File: config.mk
export PLATFORM = sky130hd
export DESIGN_NAME = lsu_rv32
export DESIGN_NICKNAME = d
export VERILOG_FILES = /design/src/rtl/lsu_pkg.sv /design/src/rtl/lsu_load_align.sv /design/src/rtl/lsu_rv32.sv
export SDC_FILE = /design/constraint.sdc
export NUM_CORES = 1
export LEC_CHECK = 0
export CORE_UTILIZATION = 43
export CTS_CLUSTER_DIAMETER = 120
export DETAILED_ROUTE_END_ITERATION = 7
export PLACE_DENSITY = 0.91
export SLEW_MARGIN = 20
export SYNTH_ARGS = -nofsm -noshare
export SYNTH_HDL_FRONTEND = slang
export SYNTH_SLANG_ARGS = --single-unit
File: constraint.sdc
create_clock -name clk -period 3.2 [get_ports clk]
set_input_delay 0.8 -clock clk [delete_from_list [all_inputs] [get_ports clk]]
set_output_delay 0.8 -clock clk [all_outputs]
set_load 0.01 [all_outputs]
File: src/rtl/lsu_pkg.sv
// Shared definitions for the RV32I load/store unit: funct3 codes, FSM states,
// byte-strobe base masks and the store lane helpers.
package lsu_pkg;

    localparam logic [2:0] F3_B  = 3'b000;
    localparam logic [2:0] F3_H  = 3'b001;
    localparam logic [2:0] F3_W  = 3'b010;
    localparam logic [2:0] F3_BU = 3'b100;
    localparam logic [2:0] F3_HU = 3'b101;

    localparam logic [3:0] STRB_B = 4'b0001;
    localparam logic [3:0] STRB_H = 4'b0011;
    localparam logic [3:0] STRB_W = 4'b1111;

    typedef enum logic [1:0] {
        IDLE = 2'd0,
        REQ  = 2'd1,
        WAIT = 2'd2,
        DONE = 2'd3
    } state_t;

    function automatic logic is_legal(input logic we, input logic [2:0] funct3);
        if (we)
            return (funct3 == F3_B) || (funct3 == F3_H) || (funct3 == F3_W);
        return (funct3 == F3_B) || (funct3 == F3_H) || (funct3 == F3_W) ||
               (funct3 == F3_BU) || (funct3 == F3_HU);
    endfunction

    function automatic logic is_misaligned(input logic [2:0] funct3, input logic [1:0] off);
        case (funct3)
            F3_H, F3_HU: return off[0];
            F3_W:        return off != 2'b00;
            default:     return 1'b0;
        endcase
    endfunction

    function automatic logic [3:0] store_strb(input logic [2:0] funct3, input logic [1:0] off);
        case (funct3)
            F3_B, F3_BU: return STRB_B << off;
            F3_H, F3_HU: return STRB_H << off;
            default:     return STRB_W;
        endcase
    endfunction

    function automatic logic [31:0] store_data(input logic [2:0] funct3, input logic [31:0] wdata);
        case (funct3)
            F3_B:    return {4{wdata[7:0]}};
            F3_H:    return {2{wdata[15:0]}};
            default: return wdata;
        endcase
    endfunction

endpackage

File: src/rtl/lsu_load_align.sv
// Selects the addressed byte/halfword lane of a read word and sign- or
// zero-extends it according to the load funct3.
module lsu_load_align (
    input  logic [31:0] rdata,
    input  logic [2:0]  funct3,
    input  logic [1:0]  off,
    output logic [31:0] result
);
    import lsu_pkg::*;

    logic [7:0]  byte_v;
    logic [15:0] half_v;

    always_comb begin
        byte_v = rdata[{off, 3'b000} +: 8];
        half_v = off[1] ? rdata[31:16] : rdata[15:0];
        result = '0;
        case (funct3)
            F3_B:    result = {{24{byte_v[7]}}, byte_v};
            F3_H:    result = {{16{half_v[15]}}, half_v};
            F3_W:    result = rdata;
            F3_BU:   result = {24'd0, byte_v};
            F3_HU:   result = {16'd0, half_v};
            default: result = '0;
        endcase
    end

endmodule

File: src/rtl/lsu_rv32.sv
// Multi-cycle RV32I load/store unit: stalls the core across a request/grant/
// response data-memory transfer and returns aligned, extended load data.
module lsu_rv32 #(
    parameter int unsigned TIMEOUT = 255,
    parameter int unsigned CNT_W   = 8
) (
    input  logic        clk,
    input  logic        rst,
    input  logic        req_valid,
    input  logic        req_we,
    input  logic [2:0]  req_funct3,
    input  logic [31:0] req_addr,
    input  logic [31:0] req_wdata,
    output logic        stall,
    output logic        done,
    output logic [31:0] read_data,
    output logic        fault,
    output logic        bus_err,
    output logic        mem_req,
    output logic        mem_we,
    output logic [31:0] mem_addr,
    output logic [3:0]  mem_wstrb,
    output logic [31:0] mem_wdata,
    input  logic        mem_gnt,
    input  logic        mem_rvalid,
    input  logic [31:0] mem_rdata
);
    import lsu_pkg::*;

    state_t             state;
    logic [2:0]         cap_f3;
    logic [1:0]         cap_off;
    logic [CNT_W-1:0]   cnt;
    logic [CNT_W-1:0]   cnt_next;
    logic               bad_req;
    logic               issue;
    logic [31:0]        load_result;

    lsu_load_align u_load_align (
        .rdata  (mem_rdata),
        .funct3 (cap_f3),
        .off    (cap_off),
        .result (load_result)
    );

    always_comb begin
        bad_req  = is_misaligned(req_funct3, req_addr[1:0]) || !is_legal(req_we, req_funct3);
        fault    = req_valid && (state == IDLE) && bad_req;
        issue    = req_valid && (state == IDLE) && !bad_req;
        stall    = issue || (state == REQ) || (state == WAIT);
        cnt_next = cnt + 1'b1;
    end

    always_ff @(posedge clk) begin
        if (rst) begin
            state     <= IDLE;
            mem_req   <= 1'b0;
            mem_we    <= 1'b0;
            mem_addr  <= '0;
            mem_wstrb <= '0;
            mem_wdata <= '0;
            read_data <= '0;
            done      <= 1'b0;
            bus_err   <= 1'b0;
            cnt       <= '0;
            cap_f3    <= '0;
            cap_off   <= '0;
        end else begin
            done    <= 1'b0;
            bus_err <= 1'b0;
            case (state)
                IDLE: begin
                    if (issue) begin
                        cap_f3    <= req_funct3;
                        cap_off   <= req_addr[1:0];
                        mem_we    <= req_we;
                        mem_addr  <= {req_addr[31:2], 2'b00};
                        mem_wstrb <= store_strb(req_funct3, req_addr[1:0]);
                        mem_wdata <= store_data(req_funct3, req_wdata);
                        mem_req   <= 1'b1;
                        state     <= REQ;
                    end
                end
                // rvalid coincident with grant is deliberately not looked at here
                REQ: begin
                    if (mem_gnt) begin
                        mem_req <= 1'b0;
                        cnt     <= '0;
                        state   <= WAIT;
                    end
                end
                WAIT: begin
                    if (mem_rvalid) begin
                        if (!mem_we)
                            read_data <= load_result;
                        done  <= 1'b1;
                        state <= DONE;
                    end else if (cnt_next == CNT_W'(TIMEOUT)) begin
                        cnt <= cnt_next;
                        if (!mem_we)
                            read_data <= '0;
                        done    <= 1'b1;
                        bus_err <= 1'b1;
                        state   <= DONE;
                    end else begin
                        cnt <= cnt_next;
                    end
                end
                DONE: state <= IDLE;
                default: state <= IDLE;
            endcase
        end
    end

endmodule

==> Word-level counts from Yosys, hierarchy flattened <==
Cells that the tools add are included.
{ "op_classes": {"addsub": 1, "n_mul": 0, "div_mod_pow": 0, "order_cmp": 0, "n_eq_ne": 18, "shifts": 3, "muxes": 25, "bitwise": 1, "n_reduce_logical": 28} }
{ "ops": {"columns": ["op", "count"], "rows": [
  ["$pmux W32 S5", 1],
  ["$mux W32", 4],
  ["$pmux W32 S2", 1],
  ["$shiftx A32 B6 Y8", 1],
  ["$mux W16", 1],
  ["$mux W8", 2],
  ["$pmux W8 S2", 1],
  ["$eq A3 B3 Y1 const B", 4],
  ["$ne A2 B2 Y1 const B", 5],
  ["$reduce_and A3 Y1", 3],
  ["$add A8 B1 Y8 const B", 1],
  ["$eq A8 B8 Y1 const B", 1],
  ["$mux W2", 4],
  ["$pmux W2 S4", 1],
  ["$pmux W4 S2", 1],
  ["$reduce_bool A2 Y1", 4],
  ["$logic_or A1 B1 Y1", 7],
  ["$mux W1", 7],
  ["$eq A3 B1 Y1 const B", 2],
  ["$eq A3 B2 Y1 const B", 2],
  ["$logic_not A3 Y1", 2],
  ["$reduce_or A2 Y1", 3],
  ["$eq A2 B2 Y1 const B", 2],
  ["$pmux W1 S2", 2],
  ["other kinds (11)", 14]
]} }
{ "totals": {"ff_bits": 117, "latch_bits": 0, "ram_bits": 0, "rom_bits": 0, "output_inout_bits": 106, "elab_cells": 88, "mem_count": 0} }

==> Logic depth before layout (Yosys ltp) <==
{ "logic_depth": {"word_depth": 12, "ltp_mapped": 9} }

==> Hierarchy <==
From an unflattened synthesis, not the netlist that was laid out.
{ "unflattened": {"cells_unflattened": 642, "area_unflattened_um2": 5492.8} }
{ "by_module_without_submodules": {"columns": ["mod", "instances", "cells_per_inst", "area_each_um2", "seq_area_each_um2"], "rows": [
  ["lsu_rv32", 1, 534, 4730.8, 2342.2],
  ["lsu_load_align", 1, 108, 762.0, 0.0]
]} }

==> Worst setup path before layout <==
Ideal clock, no wire load.
{ "synth_timing": {"kind": "in2out", "from": "input port req_funct3[1]", "to": "output port stall", "t_arrival_ns": 2.193, "required_time_ns": 2.400, "setup_slack_ns": 0.207, "cell_stages": 7, "path_buffers": 3, "path_cell_list": "clkbuf_1 > a221oi_1 > or2_2 > nor2b_1 > clkbuf_1 > buf_2 > or3_1"} }
{ "synth_via": {"elab_chain_len": 12, "elab_cells_between_ends": 19, "cone_classes": "eq/ne: 4; mux: 3; reduce/logical: 12"} }
{ "synth_rtl": {"columns": ["element", "line_no", "rtl"], "rows": [
  ["from (decl)", "lsu_rv32.sv:11", "input logic [2:0] req_funct3,"],
  ["$eq A3 B1 Y1 or $logic_not A3 Y1 (tied branches)", "lsu_pkg.sv:24, lsu_pkg.sv:25, lsu_pkg.sv:30", null],
  ["$logic_or A1 B1 Y1 (2 in a row)", "lsu_pkg.sv:24, lsu_pkg.sv:25", null],
  ["$logic_or A1 B1 Y1", "lsu_pkg.sv:25", "return (funct3 == F3_B) || (funct3 == F3_H) || (funct3 == F3_W) ||"],
  ["$logic_or A1 B1 Y1", "lsu_pkg.sv:26", "(funct3 == F3_BU) || (funct3 == F3_HU);"],
  ["$mux W1", "lsu_pkg.sv:25", null],
  ["$logic_not A1 Y1", "lsu_rv32.sv:47", "bad_req = is_misaligned(req_funct3, req_addr[1:0]) || !is_legal(req_we, req_funct3);"],
  ["$logic_or A1 B1 Y1 *", "lsu_rv32.sv:47", null],
  ["$logic_not A1 Y1 *", "lsu_rv32.sv:49", "issue = req_valid && (state == IDLE) && !bad_req;"],
  ["$logic_and A1 B1 Y1 *", "lsu_rv32.sv:49", null],
  ["$logic_or A1 B1 Y1 * (2 in a row)", "lsu_rv32.sv:50", "stall = issue || (state == REQ) || (state == WAIT);"],
  ["to (decl)", "lsu_rv32.sv:14", "output logic stall,"]
]} }
Every way passes the cells marked *; elsewhere a longest branch is shown, timed or not. The select of a mux whose other input is x is not followed.

==> Final worst setup path <==
Same ends and word-level chain as after synthesis.

==> flow_metrics.tcl <==
set metrics [dict create \
    status "finished, violations left" \
    violations "design-rule violations" \
    r2r_cells 7 \
    ir_worst_vdd_v 0.000397 \
    cts_hold_buf 0 \
    instances_no_fill 979 \
    relSlewSlack_pct 41.8 \
    dp.cells 947 \
    fin_util_pct 69.0 \
    syn_to_final_growth_pct 54.8 \
    drive_above_1_share_pct 7.66 \
    ys.flop_type "dfxtp_1" \
    drt_first_iter_violations 464 \
    hpwl_microns 11400 \
    synthArstFlopShare_pct 0 \
    path_class "input pin to output pin" \
    timing.rr.start "cnt[1]" \
    netlist_area_sq_mm 0.00513 \
    die_h_microns 111 \
    ys_seq_area_share_pct 45.6 \
    min-delay-start "read_data[18]" \
    final_hold_viol_count 0 \
    path_buf_inv 2 \
    io_pins 211 \
    cts.sinks 117 \
    cts_tree "built" \
    postSynthAreaPerCell_sq_um 8.18 \
    synth_edf_count 0 \
    multiInputGateArea_sq_mm 0.00256 \
    fin_crit_sh_pct 97.1 \
    fin_crit_ps 3110 \
    clock_latency_ps 410 \
    start_util_pct 44.6 \
    power_uw 4810 \
    vias 5420 \
    cts.path.max_buffers 2 \
    reg2reg_to "read_data[16]" \
    ys_seq_elements 117 \
    drc 11 \
    cp_max_fo 2 \
    power_density_mw_per_mm2 605 \
    grt-ovfl-total 0 \
    regArea_sq_mm 0.00234 \
    nets 934 \
    setup-violations-final 0 \
    io_buffer_count 208 \
    p_leak_uw 0.00306 \
    rows 39 \
    antenna_found_initial 0 \
    place_congestion 0.871 \
    path_cells "clkdlybuf4s50_1 > a221oi_2 > or2_4 > nor2b_4 > or3_1 > dlygate4sd2_1" \
    htree_levels 4 \
    reg2reg_setup_slack_ps 1020 \
    worstHoldPathCells 1 \
    maxCapViolCount 0 \
    worst_path_largest_cell_delay_ps 490 \
    crit_path_top_delay_cell "clkdlybuf4s50_1" \
    core_region_area_sq_mm 0.0115 \
    hp-class "register to register" \
    cts_made_buffers 17 \
    die-width_microns 111 \
    cts-root-buf "clkbuf_16" \
    dieArea_sq_mm 0.0124 \
    rsz0062_at_grt "false" \
    num-fill-cells 859 \
    finalWirelength_microns 16300 \
    start_kind "input pin" \
    antenna_cells 0 \
    critPathLaunch "req_funct3[1]" \
    hold_end "read_data[18]" \
    cts.clk_slew.worst_paths_ps 50 \
    synthCells 627 \
    path_delay_family "buffers and inverters" \
    cp-end-kind "output pin" \
    ys_types 50 \
    drv_slew 0 \
    grt_max_degree 90 \
    drtPass1Iterations 8 \
    first_global_vias 5222 \
    grt_pass1_wl_microns 25800 \
    vias_per_cell 5.54 \
    arrival_ps 2310 \
    clock_skew_ps 10.9 \
    required_ps 2400 \
    wire_per_inst_microns 16.7 \
    cts_setup_buffers 0 \
    tightest_slew_ps 872 \
    grt_use_total_pct 26.4 \
    yosys_warnings 0 \
    max_freq_mhz 322 \
    ant_nets 0 \
]
## worst reg2reg max path, cell delays in order, from the launching register on
cell	delay [ps]
dfxtp_1	430
ha_1	230
nand3_1	170
xnor2_1	180
a211oi_2	260
a21oi_2	120
o31a_4	440
a21o_1	240
## worst max-delay path by stage
stage | slack [ps] | to | depth (start not counted)
2_1_floorplan | 210 | stall | 7
3_3_place_gp | -280 | stall | 6
3_5_place_dp | -310 | stall | 6
4_1_cts | 20 | stall | 6
5_1_grt | 20 | stall | 6
6_report | 90 | stall | 6
## layout by cell type, fill, tap and decap left out, types with 3 or more instances in the layout
cell and count:
o211ai_1 9, clkinv_2 4, dlymetal6s2s_1 3, mux2_2 5, inv_1 10, clkbuf_1 3
a21oi_1 85, nand3_1 4, or3_1 3, nor3_1 7, mux2i_1 20, nor2_1 39
a22oi_1 7, clkdlybuf4s50_1 200, a21o_1 25, xor2_1 3, clkbuf_16 17, nand2_1 151
o2bb2ai_1 8, bufinv_16 3, dfxtp_1 117, a311oi_1 8, a221oi_1 3, a211oi_1 11
nor2b_1 4, dlygate4sd2_1 4, clkbuf_8 3, o21ai_0 20, a222oi_1 4, buf_4 16
ha_1 6
## layout make-up
class                      count  area share [%]
multi-input combinational    452            32.3
sequential                   117            29.5
timing repair buffer         225            27.9
clock buffer                  23            6.02
tap                          143            2.25
clock inverter                 9            1.57
inverter                      10           0.472
## metal layers
metal / track usage, % / up-vias / part of all wire, %
met5: 0 / - / 0
met4: 15.6 / 0 / 4.3
met3: 8.64 / 60 / 8.2
met2: 43.0 / 297 / 48
met1: 30.3 / 2494 / 39
li1: - / 2569 / -
## power breakdown
group | internal, uW | leakage, uW | switching [uW]
logic | 574 | 0.00182 | 601
registers | 1610 | 0.000949 | 90.0
clock network | 1280 | 0.000293 | 656
total | 3460 | 0.00306 | 1350
## metrics by stage
step | setup WS (ps) | setup TNS (ps) | cell area, sq um | hold WS (ps)
finish | 93.5 | 0 | 7950 | 451
global route | 22.9 | 0 | 7950 | 465
CTS | 15.7 | 0 | 7930 | 452
detailed placement | -312 | -487 | 7320 | 440
global placement | -285 | -443 | 7320 | 432
floorplan | 207 | 0 | 5130 | 451
## synth_stat cells (all sizes together), types with 3 or more instances
cell type / n / area (sq um)
nand2: 151 / 567
a221oi: 4 / 35.0
o2bb2ai: 8 / 70.1
inv: 10 / 37.5
nand3: 5 / 25.0
dfxtp: 117 / 2340
buf: 12 / 85.1
o21ai: 20 / 100
mux2: 5 / 56.3
a22oi: 7 / 52.6
a21oi: 86 / 434
nor2: 39 / 146
o211ai: 9 / 67.6
a21o: 25 / 188
nor2b: 5 / 31.3
mux2i: 20 / 200
ha: 6 / 75.1
a211oi: 12 / 95.1
xor2: 3 / 26.3
a311oi: 8 / 70.1
a222oi: 4 / 40.0
or3: 3 / 18.8
clkbuf: 37 / 139
nor3: 9 / 50.1
## repair_timing
action                     CTS  global route
setup endpoints to repair    2             1
gates resized for setup      5             5
pin swaps                    1             0
## state kept, by name, indices dropped and copies added, names as in the netlist
signal / flops
mem_wstrb: 4
mem_addr: 30
cap_f3: 3
cap_off: 2
done: 1
bus_err: 1
state: 2
cnt: 8
read_data: 32
mem_req: 1
mem_wdata: 32
mem_we: 1
## logic make-up after synthesis
family	share of synthesized area, %
DFF	45.6
AOI/OAI and AO/OA	24.1
and+or+nand+nor	17.8
muxes	5.00
other	0.0731
adders and majority gates	1.46
xor gates and xnor gates	0.854
buffers and inverters	5.10
(Power assumes the default switching activity.)
